File: src/rtl/audio_stream_engine_pkg.sv
// ============================================================================
//  Module : audio_stream_engine_pkg
//  Brief  : Shared mode encodings, counter widths and helpers for the audio
//           stream engine.
//  Rev    : 1.0
// ============================================================================
`default_nettype none

package audio_stream_engine_pkg;

    typedef enum logic [1:0] {
        MODE_BYPASS  = 2'b00,
        MODE_PROCESS = 2'b01,
        MODE_MUTE    = 2'b10,
        MODE_ATTEN   = 2'b11
    } mode_e;

    localparam int FRAME_CNT_W = 32;
    localparam int STALL_CNT_W = 16;

    function automatic logic [STALL_CNT_W-1:0] sat_inc(input logic [STALL_CNT_W-1:0] v);
        return (&v) ? v : v + 1'b1;
    endfunction

endpackage

`default_nettype wire

File: src/rtl/audio_stream_engine_fifo.sv
// ============================================================================
//  Module : audio_stream_engine_fifo
//  Brief  : Synchronous frame FIFO with occupancy count and cut-through of a
//           frame pushed into an empty buffer.
//  Rev    : 1.0
// ============================================================================
`default_nettype none

module audio_stream_engine_fifo #(
    parameter int DEPTH = 8,
    parameter int WIDTH = 32
) (
    input  logic                       clk,
    input  logic                       reset_n,
    input  logic                       push_i,
    input  logic [WIDTH-1:0]           push_data_i,
    input  logic                       pop_i,
    output logic [WIDTH-1:0]           pop_data_o,
    output logic [$clog2(DEPTH+1)-1:0] count_o
);

    localparam int c_ptr_w = $clog2(DEPTH);
    localparam int c_cnt_w = $clog2(DEPTH + 1);

    logic [WIDTH-1:0]   mem_q [DEPTH];
    logic [c_ptr_w-1:0] wr_ptr_q;
    logic [c_ptr_w-1:0] rd_ptr_q;
    logic [c_cnt_w-1:0] count_q;
    logic [c_cnt_w-1:0] count_d;

    always_ff @(posedge clk) begin
        if (push_i) begin
            mem_q[wr_ptr_q] <= push_data_i;
        end
    end

    always_comb begin
        count_d = count_q;
        if (push_i && !pop_i) begin
            count_d = count_q + 1'b1;
        end else if (!push_i && pop_i) begin
            count_d = count_q - 1'b1;
        end
    end

    // Pointers advance together on a cut-through, so they stay equal while empty.
    always_ff @(posedge clk or negedge reset_n) begin
        if (!reset_n) begin
            wr_ptr_q <= '0;
            rd_ptr_q <= '0;
            count_q  <= '0;
        end else begin
            if (push_i) begin
                wr_ptr_q <= wr_ptr_q + 1'b1;
            end
            if (pop_i) begin
                rd_ptr_q <= rd_ptr_q + 1'b1;
            end
            count_q <= count_d;
        end
    end

    assign pop_data_o = (count_q == '0) ? push_data_i : mem_q[rd_ptr_q];
    assign count_o    = count_q;

    always_ff @(posedge clk) begin
        if (reset_n) begin
            assert (!(push_i && !pop_i && (count_q == c_cnt_w'(DEPTH))));
            assert (!(pop_i && !push_i && (count_q == '0)));
        end
    end

endmodule

`default_nettype wire

File: src/rtl/audio_stream_engine.sv
// ============================================================================
//  Module : audio_stream_engine
//  Brief  : Credit-controlled ADC FIFO -> processor -> DAC FIFO frame mover
//           with per-frame mode select and status counters.
//  Rev    : 1.0
// ============================================================================
`default_nettype none

module audio_stream_engine
    import audio_stream_engine_pkg::*;
#(
    parameter int SAMPLE_W     = 16,
    parameter int CHANNELS     = 2,
    parameter int PROC_LATENCY = 4,
    parameter int OUT_DEPTH    = 8,
    parameter int ATTEN_W      = 4
) (
    input  logic                         clk,
    input  logic                         reset_n,
    input  logic [1:0]                   mode_i,
    input  logic [ATTEN_W-1:0]           atten_i,
    input  logic                         adcfifo_empty_i,
    output logic                         adcfifo_read_o,
    input  logic [SAMPLE_W*CHANNELS-1:0] adcfifo_readdata_i,
    output logic [SAMPLE_W*CHANNELS-1:0] proc_in_o,
    input  logic [SAMPLE_W*CHANNELS-1:0] proc_out_i,
    input  logic                         dacfifo_full_i,
    output logic                         dacfifo_write_o,
    output logic [SAMPLE_W*CHANNELS-1:0] dacfifo_writedata_o,
    output logic [FRAME_CNT_W-1:0]       frame_cnt_o,
    output logic [STALL_CNT_W-1:0]       stall_cnt_o
);

    localparam int                 c_frame_w = SAMPLE_W * CHANNELS;
    localparam int                 c_cnt_w   = $clog2(OUT_DEPTH + 1);
    localparam logic [c_cnt_w-1:0] c_depth   = c_cnt_w'(OUT_DEPTH);
    localparam int                 c_tail    = PROC_LATENCY - 1;

    logic                     rd_pend_q;
    logic                     s0_valid_q;
    logic [c_frame_w-1:0]     s0_data_q;
    logic [1:0]               s0_mode_q;
    logic [ATTEN_W-1:0]       s0_atten_q;

    logic                     dl_valid_q [PROC_LATENCY];
    logic [c_frame_w-1:0]     dl_data_q  [PROC_LATENCY];
    logic [1:0]               dl_mode_q  [PROC_LATENCY];
    logic [ATTEN_W-1:0]       dl_atten_q [PROC_LATENCY];

    logic [c_cnt_w-1:0]       inflight_q;
    logic [c_cnt_w-1:0]       inflight_d;
    logic [c_cnt_w-1:0]       buf_count;

    logic                     w_read;
    logic                     w_push;
    logic                     w_pending;
    logic                     w_pop;
    logic [c_frame_w-1:0]     w_out_frame;
    logic [c_frame_w-1:0]     w_pop_data;

    logic                     dac_write_q;
    logic [c_frame_w-1:0]     dac_data_q;
    logic [FRAME_CNT_W-1:0]   frame_cnt_q;
    logic [STALL_CNT_W-1:0]   stall_cnt_q;

    // Every frame already read holds a reserved buffer slot until it is popped.
    assign w_read    = reset_n & ~adcfifo_empty_i & ((buf_count + inflight_q) < c_depth);
    assign w_push    = dl_valid_q[c_tail];
    assign w_pending = (buf_count != '0) | w_push;
    assign w_pop     = w_pending & ~dacfifo_full_i;

    always_comb begin
        inflight_d = inflight_q + c_cnt_w'(w_read) - c_cnt_w'(w_push);
    end

    always_ff @(posedge clk or negedge reset_n) begin
        if (!reset_n) begin
            rd_pend_q  <= 1'b0;
            s0_valid_q <= 1'b0;
            s0_data_q  <= '0;
            s0_mode_q  <= '0;
            s0_atten_q <= '0;
            inflight_q <= '0;
        end else begin
            rd_pend_q  <= w_read;
            s0_valid_q <= rd_pend_q;
            inflight_q <= inflight_d;
            if (rd_pend_q) begin
                s0_data_q  <= adcfifo_readdata_i;
                s0_mode_q  <= mode_i;
                s0_atten_q <= atten_i;
            end
        end
    end

    assign proc_in_o = s0_data_q;

    // Raw frame and its control travel alongside the processor so they meet proc_out.
    always_ff @(posedge clk or negedge reset_n) begin
        if (!reset_n) begin
            for (int k = 0; k < PROC_LATENCY; k++) begin
                dl_valid_q[k] <= 1'b0;
                dl_data_q[k]  <= '0;
                dl_mode_q[k]  <= '0;
                dl_atten_q[k] <= '0;
            end
        end else begin
            dl_valid_q[0] <= s0_valid_q;
            dl_data_q[0]  <= s0_data_q;
            dl_mode_q[0]  <= s0_mode_q;
            dl_atten_q[0] <= s0_atten_q;
            for (int k = 1; k < PROC_LATENCY; k++) begin
                dl_valid_q[k] <= dl_valid_q[k-1];
                dl_data_q[k]  <= dl_data_q[k-1];
                dl_mode_q[k]  <= dl_mode_q[k-1];
                dl_atten_q[k] <= dl_atten_q[k-1];
            end
        end
    end

    for (genvar c = 0; c < CHANNELS; c++) begin : g_ch
        logic signed [SAMPLE_W-1:0] w_raw;
        logic        [SAMPLE_W-1:0] w_sel;

        assign w_raw = dl_data_q[c_tail][c*SAMPLE_W +: SAMPLE_W];

        always_comb begin
            w_sel = '0;
            unique case (mode_e'(dl_mode_q[c_tail]))
                MODE_BYPASS:  w_sel = w_raw;
                MODE_PROCESS: w_sel = proc_out_i[c*SAMPLE_W +: SAMPLE_W];
                MODE_MUTE:    w_sel = '0;
                MODE_ATTEN:   w_sel = $unsigned(w_raw >>> dl_atten_q[c_tail]);
            endcase
        end

        assign w_out_frame[c*SAMPLE_W +: SAMPLE_W] = w_sel;
    end

    audio_stream_engine_fifo #(
        .DEPTH (OUT_DEPTH),
        .WIDTH (c_frame_w)
    ) u_out_buf (
        .clk         (clk),
        .reset_n     (reset_n),
        .push_i      (w_push),
        .push_data_i (w_out_frame),
        .pop_i       (w_pop),
        .pop_data_o  (w_pop_data),
        .count_o     (buf_count)
    );

    always_ff @(posedge clk or negedge reset_n) begin
        if (!reset_n) begin
            dac_write_q <= 1'b0;
            dac_data_q  <= '0;
            frame_cnt_q <= '0;
            stall_cnt_q <= '0;
        end else begin
            dac_write_q <= w_pop;
            if (w_pop) begin
                dac_data_q  <= w_pop_data;
                frame_cnt_q <= frame_cnt_q + 1'b1;
            end
            if (w_pending && dacfifo_full_i) begin
                stall_cnt_q <= sat_inc(stall_cnt_q);
            end
        end
    end

    assign adcfifo_read_o      = w_read;
    assign dacfifo_write_o     = dac_write_q;
    assign dacfifo_writedata_o = dac_data_q;
    assign frame_cnt_o         = frame_cnt_q;
    assign stall_cnt_o         = stall_cnt_q;

endmodule

`default_nettype wire
File: config.mk
export PLATFORM = sky130hd
export DESIGN_NAME = audio_stream_engine
export DESIGN_NICKNAME = d
export VERILOG_FILES = /design/src/rtl/audio_stream_engine_pkg.sv /design/src/rtl/audio_stream_engine_fifo.sv /design/src/rtl/audio_stream_engine.sv
export SDC_FILE = /design/constraint.sdc
export NUM_CORES = 1
export LEC_CHECK = 0
export ABC_AREA = 0
export CAP_MARGIN = 20
export CELL_PAD_IN_SITES_DETAIL_PLACEMENT = 1
export CELL_PAD_IN_SITES_GLOBAL_PLACEMENT = 1
export CORE_ASPECT_RATIO = 1.25
export CORE_UTILIZATION = 49
export DETAILED_ROUTE_END_ITERATION = 6
export PLACE_DENSITY = 0.85
export SETUP_SLACK_MARGIN = 0.15
export SYNTH_ARGS = -nofsm -noshare
export SYNTH_HDL_FRONTEND = slang
export SYNTH_SLANG_ARGS = --single-unit
export TNS_END_PERCENT = 1
File: constraint.sdc
create_clock -name clk -period 4 [get_ports clk]
set_input_delay 0.8 -clock clk [delete_from_list [all_inputs] [get_ports clk]]
set_output_delay 0.8 -clock clk [all_outputs]
set_load 0.03 [all_outputs]
Word-level counts from Yosys, hierarchy flattened --
Memory sizes are Yosys's and may differ from the RTL's. Index checks and enable logic that the tools add are counted.
Word-level totals: RAM bits 256, flip-flop bits (word level) 291, memories kept 1, word-level logic and storage cells 70, bits of input ports 74, output and inout bits 114
Cells by class: bitwise gates (word level) 7, reduce and logical (&&, ||, !) cells 11, mux-type cells 7, shift-type cells 2, add/sub/neg operators 9, equality and inequality tests 3, $lt $le $gt $ge 1
Memory list:
- u_out_buf.mem_q | words 8, width 32, read ports 1, clocked after Yosys merged registers in 0, wr ports 1, line audio_stream_engine_fifo.sv:25 | logic [WIDTH-1:0] mem_q [DEPTH];
Operators with widths (count):
- 16-bit case mux with 4 select lines | 2
- 32-bit by 1-bit adder with 32-bit output, second input constant | 1
- 32-bit two-way mux | 1
- 16-bit by 4-bit >>> shifter with 16-bit output | 2
- 16-bit by 1-bit adder with 16-bit output, second input constant | 1
- 16-bit AND reduction | 1
- 4-bit two-way mux | 2
- 3-bit by 1-bit adder with 3-bit output, second input constant | 2
- 4-bit by 1-bit adder with 4-bit output | 1
- 4-bit by 1-bit adder with 4-bit output, second input constant | 1
- 4-bit adder | 1
- 2-bit equality test, second input constant | 2
- 4-bit logical NOT | 1
- 4-bit less-than comparator, second input constant | 1
- 4-bit nonzero test | 1
- 4-bit by 1-bit subtractor with 4-bit output | 1
- 4-bit by 1-bit subtractor with 4-bit output, second input constant | 1
- 1-bit AND | 3
- 1-bit logical AND | 3
- 1-bit NOT | 3
- 2-bit by 1-bit equality test with 1-bit output, second input constant | 1
- 1-bit logical NOT | 2
- 2-bit logical NOT | 1
- 1-bit two-way mux | 2
- other kinds (3) | 3

Logic depth before layout (Yosys ltp) --
Gate-level depths: netlist (run 1).
word-level depth 6, mapped depth 9, gate-level depth less buffers 9

Modules after synthesis --
A second synthesis (run 1) with hierarchy kept.
Unflattened totals: cell total of the unflattened synthesis 1408, area, all modules 22138.7 sq um
By module, submodules not included:
- audio_stream_engine | area each 11452.2 sq um, cells each 802, seq. area each 7031.7 sq um, instances 1
- audio_stream_engine_fifo | area each 10686.5 sq um, cells each 606, seq. area each 7937.6 sq um, instances 1

Least setup slack after synthesis (run 1) --
OpenSTA, ideal clock, no wires.
kind register to register, start register dl_valid_q (netlist bit w_push), end memory u_out_buf.mem_q[1][0], enable pin, library setup time 461 ps, slack 509 ps, data arrival time 3030 ps, stages on the path, launching flop included 4, required time 3539 ps, path buffers 1, period minus slack after synthesis 3491 ps, path through dfrtp_1 -> clkbuf_1 -> nand2_1 -> nor3_1
On the way: word-level cells in the longest chain between the ends 2
RTL lines:
- from (decl) | line audio_stream_engine.sv:45 | logic dl_valid_q [PROC_LATENCY];
- from (signal, indexed assignment) | line audio_stream_engine.sv:113 | dl_valid_q[k] <= dl_valid_q[k-1];
- 1-bit two-way mux | line audio_stream_engine_fifo.sv:32 | if (push_i) begin
- 1-bit two-way mux (implied by the code) | line audio_stream_engine_fifo.sv:33 | mem_q[wr_ptr_q] <= push_data_i;
- to (decl) | line audio_stream_engine_fifo.sv:25
No other way between the ends.

Worst setup path in the final report (run 1) --
start register u_out_buf.count_q[1], in the netlist u_out_buf.count_o[1], end output adcfifo_read_o
On the way: word-level cells in the longest chain between the ends 3
RTL lines:
- from (decl) | line audio_stream_engine_fifo.sv:28 | logic [c_cnt_w-1:0] count_q;
- from (signal assigned) | line audio_stream_engine_fifo.sv:59 | count_q <= count_d;
- 4-bit adder | line audio_stream_engine.sv:67 | assign w_read = reset_n & ~adcfifo_empty_i & ((buf_count + inflight_q) < c_depth);
- 4-bit less-than comparator | line audio_stream_engine.sv:67
- 1-bit AND | line audio_stream_engine.sv:67
- to (decl) | line audio_stream_engine.sv:23 | output logic adcfifo_read_o,
No other way between the ends.

==> metrics, run 1 <==
outcome=finished, final reports clean; Netlist cell types=73; final hold vios=0; First-pass DRT Iterations=5; commonest cells after routing, fill and taps aside=dfrtp_1 (285), edfxtp_1 (256), clkdlybuf4s50_1 (185), mux2_2 (79), mux2i_1 (78); cell internal pwr=around 14 mW; worst path required time=~3.2 ns; Comb power frac=0.353; min Tclk post-route=3.47 ns; Final period util=0.867; min-delay worst type=primary input to asynchronous set/reset pin; Die Ht=237 µm; Die W=roughly 190 µm; # resized after CTS=0; crit path DAT=roughly 2.7 ns; WL per Instance=roughly 26 µm; first-pass GRT wire length=roughly 87,000 µm; CTS tree=done; post-route setup TNS=0 ns; proportion of synthesized area in mux cells=0.144; Net Count, Synth=1,445; areal power density over the cells=slightly below 900 nW/µm²; CTS max path bufs=3; sequential area share after synthesis=0.692; Overflow after GRT=0; Worst setup EP type=output pin; area share of fa/ha/maj cells after synthesis=0.00879; worst-path fanout max=6; Post-Layout Inst Area=about 26,000 µm²; Simple-Gate Fraction of Synth Area=0.0560; Syn Area/Cell=between 15 and 20 µm²; Worst Skew=0.0123 ns; Reg power frac=0.433; Setup CP Type=flip-flop to output pin; WHS=slightly above 0.3 ns; Vias=approximately 13,000; H-tree Lvls=2; largest family of logic cells by synthesized area=multiplexers; Syn. warnings=0; Synth Area in Compound Gates=0.0581; RSZ-0062 raised after global routing=no; final cell count without fillers=about 2,200; Sink Count=approximately 550; GRT Total Usage=0.259; fill cell count=between 3,000 and 4,000; # DRC=0; Die Area=around 45,000 µm²; top_reg_cell synth=dfrtp_1; commonest non-fill, non-tap cell in the layout=dfrtp_1; Initial Utilization=0.500; vias in the first global route=between 10,000 and 15,000; Worst Setup Start Kind=flip-flop; Slew @ Worst Pin=about 1.1 ns; placed insts=around 2,100; clock root cell=clkbuf_16; port bufs=around 190; Post-DP Area=roughly 24,000 µm²; DP Worst Slack=a little under 1 ns; final setup fails=0; post-route ant nets=0; Clock Power Share=0.214; peak supply drop=0.000440 V; initial antenna violation count=2; CTS Buf Count=between 50 and 60; Ports=~190; clk slew on worst S/H paths=roughly 0.06 ns; XOR/XNOR share of the synthesized area=0.0227; GPL Wtd Cong=approximately 0.9; max_cap viols=0; layout cells sized above 1=0.177; initial drt markers=between 900 and 1,000; vias per cell=approximately 5.9; fin util=0.598; Post-CTS Setup Bufs=0; Final Power=around 23 mW; Worst slew margin=0.262; EDFF count, synth=256; Net Switching=roughly 8 mW; Synth Register Bits=between 500 and 600; Mapped Area=21,600 µm²; Core Area=about 43,000 µm²; row cnt=85; largest net degree at the start of global routing=between 150 and 200; DRT Wirelength=roughly 57,000 µm; final worst setup slack=0.533 ns; dpl hpwl=36,300 µm; NumNets Final=about 1,600; Syn-to-layout area delta=19.7%; Leakage=approximately 9.9 nW; cells after synthesis=1,357; clk_lat worst skew=slightly below 0.6 ns; switching part of the total=0.365; CTS Hold Buffers Added=0; fmax=288 MHz; FFs w/ async S/R, synth=0.532; max-slew violations=0
## registers in the layout (all words and copies together), names as in the netlist, 2 cells and up
register,flops
u_out_buf.mem_q,256
dl_data_q,128
dacfifo_writedata_o,32
frame_cnt_o,32
proc_in_o,32
dl_atten_q,16
stall_cnt_o,16
dl_mode_q,8
inflight_q,4
s0_atten_q,4
u_out_buf.count_o,4
dl_valid_q,3
u_out_buf.rd_ptr_q,3
u_out_buf.wr_ptr_q,3
s0_mode_q,2
## power by group through the flow
stage	Sequential (mW)	Combinational (mW)	Clock, mW
CTS	9.94	7.81	4.92
global placement	9.82	7.35	0
global route	9.98	8.43	5.10
detailed placement	10.0	7.70	0
finish	9.77	7.95	4.83
floorplan	9.64	4.88	0
## metal layers
| layer | GRT usage | vias up | part of all wire |
|---|---|---|---|
| li1 | - | 5530 | - |
| met1 | 0.322 | 6732 | 0.38 |
| met2 | 0.451 | 519 | 0.52 |
| met4 | 0.0975 | 2 | 0.033 |
| met5 | 0 | - | 0.00023 |
| met3 | 0.0422 | 116 | 0.061 |
## kinds of logic after synthesis
group	after synthesis
DFF	547
and+or+nand+nor	251
muxes	222
AOI/OAI and AO/OA	178
buffers and inverters	89
xor gates and xnor gates	56
adders and majority gates	14
## worst paths after layout
check	startpoint	endpoint	slack (ns)	cells past startpoint
setup / recovery	u_out_buf.count_o[1]$_DFFE_PN0P_	adcfifo_read_o	0.53	6
hold / removal	reset_n	inflight_q[0]$_DFF_PN0_	0.30	2
setup reg to reg	dl_atten_q[0]$_DFF_PN0_	dacfifo_writedata_o[25]$_DFFE_PN0P_	0.90	5
hold reg to reg	dl_data_q[88]$_DFF_PN0_	dl_data_q[56]$_DFF_PN0_	0.34	0
max in group asynchronous	reset_n	dl_atten_q[0]$_DFF_PN0_	2.35	4
min in group clk	dl_data_q[88]$_DFF_PN0_	dl_data_q[56]$_DFF_PN0_	0.34	0
## synth_stat cells (10+ instances only)
cell type	instances	area [µm²]
dfrtp_1	291	7280
edfxtp_1	256	7690
mux2_2	79	890
mux2i_1	78	781
nor2_1	73	274
nand2_1	65	244
mux4_2	62	1400
xnor2_1	35	307
clkbuf_1	28	105
o21ai_0	27	135
a21oi_1	26	130
nor3_1	26	130
o22ai_1	26	163
nand3_1	24	120
buf_2	23	115
xor2_1	21	184
inv_1	19	71.3
buf_1	13	48.8
a31oi_1	12	75.1
and3_1	12	75.1
ha_1	12	150
a21o_1	11	82.6
nand2b_1	11	68.8
nand4_1	11	68.8
a211oi_1	10	75.1
## area by class of cell
| type | count | area [µm²] | share of cell area |
|---|---|---|---|
| flip-flops and latches | 547 | 15000 | 0.578 |
| diodes | 2 | 5.00 | 0.000193 |
| clock inverters | 24 | 206 | 0.00797 |
| multi-input cells | 721 | 6290 | 0.243 |
| clock buffers | 72 | 1460 | 0.0563 |
| repair buffers | 216 | 2170 | 0.0838 |
| well taps | 565 | 707 | 0.0273 |
| inverters | 21 | 78.8 | 0.00304 |
## worst max-delay path, cell delays in order, from the launching register on
cell and delay [ns]:
dfrtp_1 0.47, ha_1 0.32, a31o_2 0.23, a21oi_1 0.17
xnor2_1 0.10, nor3b_1 0.60, buf_12 0.20
(Power assumes the default switching activity.)
==> run 2: changes to the inputs <==
--- a/config.mk
+++ b/config.mk
@@ -14,6 +14,7 @@
 export DETAILED_ROUTE_END_ITERATION = 6
 export PLACE_DENSITY = 0.85
 export SETUP_SLACK_MARGIN = 0.15
+export SKIP_LAST_GASP = 1
 export SYNTH_ARGS = -nofsm -noshare
 export SYNTH_HDL_FRONTEND = slang
 export SYNTH_SLANG_ARGS = --single-unit
==> results of run 2 <==
Same layout as run 1: the final DEF is identical, and so are final timing and power.
